<file path="config.mk">
export PLATFORM = sky130hd
export DESIGN_NAME = camera_capture
export DESIGN_NICKNAME = d
export VERILOG_FILES = /design/src/rtl/camera_capture.sv
export SDC_FILE = /design/constraint.sdc
export NUM_CORES = 1
export LEC_CHECK = 0
export CAP_MARGIN = 20
export CORE_AREA = 2 2 87 89
export CTS_CLUSTER_DIAMETER = 100
export DETAILED_ROUTE_END_ITERATION = 10
export DIE_AREA = 0 0 89 91
export PLACE_DENSITY = 0.84
export SYNTH_ARGS = -nofsm -noshare
export SYNTH_HDL_FRONTEND = slang
export SYNTH_SLANG_ARGS = --single-unit
</file>
<file path="constraint.sdc">
create_clock -name clk -period 3 [get_ports clk]
set_input_delay 0.3 -clock clk [delete_from_list [all_inputs] [get_ports clk]]
set_output_delay 0.3 -clock clk [all_outputs]
set_load 0.05 [all_outputs]
</file>
<file path="src/rtl/camera_capture.sv">
// camera_capture: packs OV7670 byte pairs into RGB444 pixels, tracks the
// position of each pixel in the frame, and optionally keeps only the
// even-column/even-row pixels (2:1 in each axis). Single PCLK domain.
module camera_capture #(
    parameter int IN_WIDTH  = 640,
    parameter int IN_HEIGHT = 480,
    parameter int DECIMATE  = 1
) (
    input  logic        clk,
    input  logic        reset,
    input  logic        vsync,
    input  logic        href,
    input  logic [7:0]  d,
    output logic        ready_out,
    output logic [11:0] data_out,
    output logic [9:0]  out_x,
    output logic [8:0]  out_y,
    output logic        frame_active,
    output logic        frame_done,
    output logic        line_err
);

    typedef enum logic [1:0] {
        WAIT_SYNC  = 2'd0,
        WAIT_FRAME = 2'd1,
        ACTIVE     = 2'd2
    } state_t;

    localparam logic [9:0] WIDTH_L  = 10'(IN_WIDTH);
    localparam logic [8:0] HEIGHT_L = 9'(IN_HEIGHT);

    // Position counters stop at all-ones instead of wrapping, so an overlong
    // line or frame can never alias back into the visible area.
    function automatic logic [9:0] inc_sat_x(input logic [9:0] v);
        return (v == 10'h3FF) ? v : v + 10'd1;
    endfunction

    function automatic logic [8:0] inc_sat_y(input logic [8:0] v);
        return (v == 9'h1FF) ? v : v + 9'd1;
    endfunction

    // ---- stage p0: pin registers and one-cycle-delayed copies for edge detect
    logic       vsync_p0_d, vsync_p0_q, href_p0_d, href_p0_q;
    logic [7:0] d_p0_d, d_p0_q;
    logic       vsync_p1_d, vsync_p1_q, href_p1_d, href_p1_q;

    // Capture the camera pins and remember the previous sampled levels.
    always_comb begin
        vsync_p0_d = vsync;
        href_p0_d  = href;
        d_p0_d     = d;
        vsync_p1_d = vsync_p0_q;
        href_p1_d  = href_p0_q;
    end

    // Register the pins; the sync levels are control and get reset.
    always_ff @(posedge clk) begin
        if (reset) begin
            vsync_p0_q <= 1'b0;
            href_p0_q  <= 1'b0;
            vsync_p1_q <= 1'b0;
            href_p1_q  <= 1'b0;
        end else begin
            vsync_p0_q <= vsync_p0_d;
            href_p0_q  <= href_p0_d;
            vsync_p1_q <= vsync_p1_d;
            href_p1_q  <= href_p1_d;
        end
        d_p0_q <= d_p0_d;
    end

    logic vs_rise, vs_fall, hr_rise, hr_fall;
    assign vs_rise = vsync_p0_q & ~vsync_p1_q;
    assign vs_fall = ~vsync_p0_q & vsync_p1_q;
    assign hr_rise = href_p0_q & ~href_p1_q;
    assign hr_fall = ~href_p0_q & href_p1_q;

    // ---- stage p1: frame FSM, byte pairing, position tracking
    state_t state_q;
    logic   act_p1_q, done_p1_q;

    // Frame sequencing; a frame end always wins over a coincident line event.
    always_ff @(posedge clk) begin
        if (reset) begin
            state_q   <= WAIT_SYNC;
            act_p1_q  <= 1'b0;
            done_p1_q <= 1'b0;
        end else begin
            done_p1_q <= 1'b0;
            case (state_q)
                WAIT_SYNC: begin
                    if (vsync_p0_q) state_q <= WAIT_FRAME;
                end
                WAIT_FRAME: begin
                    if (vs_fall) state_q <= ACTIVE;
                end
                ACTIVE: begin
                    if (vs_rise) begin
                        state_q   <= WAIT_FRAME;
                        done_p1_q <= 1'b1;
                        act_p1_q  <= 1'b0;
                    end else if (hr_rise) begin
                        act_p1_q  <= 1'b1;
                    end
                end
                default: state_q <= WAIT_SYNC;
            endcase
        end
    end

    logic        phase_d, phase_q;
    logic [3:0]  r_d, r_q;
    logic [9:0]  in_x_d, in_x_q;
    logic [8:0]  in_y_d, in_y_q;
    logic        line_err_d, line_err_q;
    logic        vld_p1_d, vld_p1_q;
    logic [11:0] pix_p1_d, pix_p1_q;
    logic [9:0]  x_p1_d, x_p1_q;
    logic [8:0]  y_p1_d, y_p1_q;
    logic        keep;

    // A pixel survives if it lies inside the frame and, when decimating,
    // sits on an even column of an even row.
    assign keep = (in_x_q < WIDTH_L) && (in_y_q < HEIGHT_L) &&
                  ((DECIMATE == 0) || (!in_x_q[0] && !in_y_q[0]));

    // Pair bytes into pixels, advance counters, and check line lengths.
    always_comb begin
        phase_d    = phase_q;
        r_d        = r_q;
        in_x_d     = in_x_q;
        in_y_d     = in_y_q;
        line_err_d = line_err_q;
        vld_p1_d   = 1'b0;
        pix_p1_d   = pix_p1_q;
        x_p1_d     = x_p1_q;
        y_p1_d     = y_p1_q;
        if (state_q == WAIT_FRAME && vs_fall) begin
            in_x_d  = 10'd0;
            in_y_d  = 9'd0;
            phase_d = 1'b0;
        end else if (state_q == ACTIVE && !vs_rise) begin
            if (href_p0_q) begin
                if (!phase_q) begin
                    r_d     = d_p0_q[3:0];
                    phase_d = 1'b1;
                end else begin
                    phase_d  = 1'b0;
                    pix_p1_d = {r_q, d_p0_q};
                    vld_p1_d = keep;
                    x_p1_d   = (DECIMATE != 0) ? {1'b0, in_x_q[9:1]} : in_x_q;
                    y_p1_d   = (DECIMATE != 0) ? {1'b0, in_y_q[8:1]} : in_y_q;
                    in_x_d   = inc_sat_x(in_x_q);
                end
            end else if (hr_fall) begin
                // Exactly IN_WIDTH whole pixels and no dangling byte.
                if (!(in_x_q == WIDTH_L && !phase_q)) line_err_d = 1'b1;
                phase_d = 1'b0;
                in_x_d  = 10'd0;
                in_y_d  = inc_sat_y(in_y_q);
            end
        end
    end

    // Register the assembled pixel and the tracking state.
    always_ff @(posedge clk) begin
        if (reset) begin
            phase_q    <= 1'b0;
            in_x_q     <= 10'd0;
            in_y_q     <= 9'd0;
            line_err_q <= 1'b0;
            vld_p1_q   <= 1'b0;
        end else begin
            phase_q    <= phase_d;
            in_x_q     <= in_x_d;
            in_y_q     <= in_y_d;
            line_err_q <= line_err_d;
            vld_p1_q   <= vld_p1_d;
        end
        r_q      <= r_d;
        pix_p1_q <= pix_p1_d;
        x_p1_q   <= x_p1_d;
        y_p1_q   <= y_p1_d;
    end

    // ---- stage p2: output registers; pixel fields hold between strobes
    logic        ready_out_d, ready_out_q;
    logic [11:0] data_out_d, data_out_q;
    logic [9:0]  out_x_d, out_x_q;
    logic [8:0]  out_y_d, out_y_q;
    logic        frame_active_d, frame_active_q;
    logic        frame_done_d, frame_done_q;

    // Load a new pixel only on a strobe; frame flags follow the FSM by one cycle.
    always_comb begin
        ready_out_d    = vld_p1_q;
        data_out_d     = vld_p1_q ? pix_p1_q : data_out_q;
        out_x_d        = vld_p1_q ? x_p1_q   : out_x_q;
        out_y_d        = vld_p1_q ? y_p1_q   : out_y_q;
        frame_active_d = act_p1_q;
        frame_done_d   = done_p1_q;
    end

    // Output flops, all cleared by reset.
    always_ff @(posedge clk) begin
        if (reset) begin
            ready_out_q    <= 1'b0;
            data_out_q     <= 12'd0;
            out_x_q        <= 10'd0;
            out_y_q        <= 9'd0;
            frame_active_q <= 1'b0;
            frame_done_q   <= 1'b0;
        end else begin
            ready_out_q    <= ready_out_d;
            data_out_q     <= data_out_d;
            out_x_q        <= out_x_d;
            out_y_q        <= out_y_d;
            frame_active_q <= frame_active_d;
            frame_done_q   <= frame_done_d;
        end
    end

    assign ready_out    = ready_out_q;
    assign data_out     = data_out_q;
    assign out_x        = out_x_q;
    assign out_y        = out_y_q;
    assign frame_active = frame_active_q;
    assign frame_done   = frame_done_q;
    assign line_err     = line_err_q;

endmodule
</file>
==> impl_metrics.toml <==
[status]
outcome = "finished clean"

[yosys]
synth_seq_cells = 103
synth-compound-area-share = 0.08264
yosys.area_share.simple = 0.1516
synthMuxAreaShare = 0.08264
yosysUniqueCellTypes = 51
synthCells = 318
synth_area_leader_cell = "dfxtp_1"
yosysWarnings = 0
synth_fa_ha_area_frac = 0.01333
ys_seq_area_frac = 0.6371
synth_top_family_by_area = "simple AND/OR/NAND/NOR gates"
synth_xor_area_frac = 0.002333
synth_top_area_share = 0.3732
synth_area_um2 = 3755
ys_async_sr_fraction = 0
synth_edf_count = 33
synth_top_flop_cell = "dfxtp_1"
synth_area_leaders = "dfxtp_1 (37%), edfxtp_1 (26%), mux2i_1 (8.3%)"
avgSynthCellArea_um2 = 11.81

[route]
via_per_inst = 5.405
drc_errors = 0
ant_nets = 0
avgRoutedWirePerCell_um = 15.14
num_vias = 2524
dr.first_iter.drc_count = 117
drt-pass1-iter-count = 5
drt-total-wl_mm = 7.072

[place]
dp_cells = 451
dp_hpwl_mm = 4.785
gp_congestion = 0.9121
placedInstanceArea_um2 = 4294
io_buffers = 44

[clock_network]
hold_buffers = 0
clock_path_buffers = 2
cts_resized = 0
cts_tree = "done"
cts.sinks = 103
post_cts.repair.setup_buffers = 0
cts_max_level = 3
root_buffer = "clkbuf_8"
clkSlewWorstSetupHoldPaths_ns = 0.11
numCtsBuffers = 9
insertion_delay_ns = 0.37

[worst_hold_path]
hp-class = "in -> reg"

[worst_setup_path]
crit_end = "in_y_q[7]"
cp-end-kind = "flip-flop"
regToRegStartpoint = "in_y_q[0]"
startpoint = "in_y_q[0]"
critPathArrivalTime_ns = 2.68
cp-start-kind = "flip-flop"
reg2regPathDepth = 6
path_class = "reg -> reg"
crit_required_ns = 3.31
r2r-end = "in_y_q[7]"
worst-path-max-fanout = 10
r2r_slack_ns = 0.63

[timing]
tightest_slew_ns = 0.9000
layout_min_cycle_time_ns = 2.367
slew_headroom = 0.3905
hold_viol = 0
slew_viol_final = 0
timing.fmax_ghz = 0.4225
finalClockSkew_ns = 0.01173
rsz0062_at_grt = "false"
setup_tns_ns = 0
finalSetupViolCount = 0
period_share = 0.7889

[final_layout]
n_antenna_cell = 0
utilization = 0.6311
layout-drive-gt1-share = 0.07880
layout_common_cells = "dfxtp_1 (69), clkdlybuf4s50_1 (44), nor2_1 (37), edfxtp_1 (33), mux2i_1 (31)"
fin_area_um2 = 4504
nFillCells = 568
stdcell_count = 467
finalNetCount = 379
area_growth_pct = 19.96
layout_commonest_cell = "dfxtp_1"

[floorplan]
die_y_um = 91
die_w_um = 89
ioPinCount = 47
core_um2 = 7137
design.die.area_um2 = 8099
start_util = 0.5261
row_count = 31

[pwr]
leakage_nw = 1.499
peakVddDrop_uv = 264.5
p_per_area_nw_per_um2 = 527.4

[grt]
antenna_found_initial = 0
grt_start_max_net_pins = 38
grt_pass1_wl_mm = 11.65
gr-total-overflow = 0
grt_pass1_vias = 2377
grtUsageTotal = 0.1882

[run]
maxCapViolations = 0
-- power by group --
group / leakage (nW) / switching [mW] / total (mW) / internal, mW
logic: 0.532 / 0.0334 / 0.0614 / 0.0280
registers: 0.863 / 0.00839 / 1.45 / 1.44
clock network: 0.105 / 0.530 / 0.865 / 0.336
total: 1.50 / 0.572 / 2.38 / 1.80
-- cell type report --
type / count / area [µm²] / area share
multi-input cells: 191 / 1256 / 0.2789
clock inverters: 7 / 86.33 / 0.01917
inverters: 10 / 37.54 / 0.008333
flip-flops and latches: 103 / 2394 / 0.5314
repair buffers: 48 / 483.0 / 0.1072
clock buffers: 9 / 123.9 / 0.02750
well taps: 99 / 123.9 / 0.02750
-- state kept, by name, summed over array words and instances, names as in the netlist, 2 cells and up --
name      count
d_p0_q        8
data_out     12
in_x_q       10
in_y_q        9
out_x         9
out_y         8
pix_p1_q     12
r_q           4
state_q       2
x_p1_q        9
y_p1_q        8
-- per-stage QoR --
stage,total power [mW],hold WS [ns],setup WS (ns)
CTS,2.394,0.3412,0.6492
global route,2.455,0.3455,0.5628
floorplan,1.517,0.3277,0.7174
finish,2.375,0.3539,0.6332
global placement,1.540,0.3879,0.7214
detailed placement,1.542,0.3887,0.6765
-- how the worst min path moves through the flow --
stage	slack (ns)	end	from	depth (start not counted)
after global routing	0.35	d_p0_q[0]	d[0]	1
after detailed placement	0.39	pix_p1_q[5]	d_p0_q[5]	0
after global placement	0.39	pix_p1_q[4]	d_p0_q[4]	0
final	0.35	d_p0_q[0]	d[0]	1
after floorplan	0.33	d_p0_q[0]	d[0]	0
after CTS	0.34	d_p0_q[0]	d[0]	1
-- layer usage --
layer | GRT usage | vias up | part of all wire
met5 | 0 | - | 0
met4 | 0.07338 | 0 | 0.017
met3 | 0.04727 | 11 | 0.055
met2 | 0.3103 | 79 | 0.51
met1 | 0.2348 | 1196 | 0.42
li1 | - | 1238 | -
-- worst max-delay path, cell delays in order (launching register included) --
cell and delay, ns:
dfxtp_1 0.37, ha_1 0.26, and3_1 0.16, ha_1 0.18, or4_1 0.68, or4_1 0.51, a21oi_1 0.14
-- kinds of logic after synthesis --
kind of cell,Yosys count
simple gates,106
compound gates,47
buf+inv,25
flops,103
fa+ha+maj,4
mux,31
xor+xnor,1
other cells,1
-- synth_stat cells (2+ instances only) --
cell type and instances:
nand3_1 12, dfxtp_1 70, nand4_1 4, ha_1 4, nand2b_4 2, a31oi_1 2
nor2_1 37, nor3b_1 2, and2_2 2, a21oi_1 15, mux2i_1 31, nor2b_1 8
or4_1 2, o31ai_1 7, clkbuf_1 7, nor4_1 2, buf_1 4, a211oi_1 2
edfxtp_1 33, or3_1 5, buf_4 2, o32ai_1 2, nand2_1 12, and3_1 7
nor3_1 4, inv_1 10, o21ai_0 6
No activity file was read; power rests on OpenSTA's default activity.
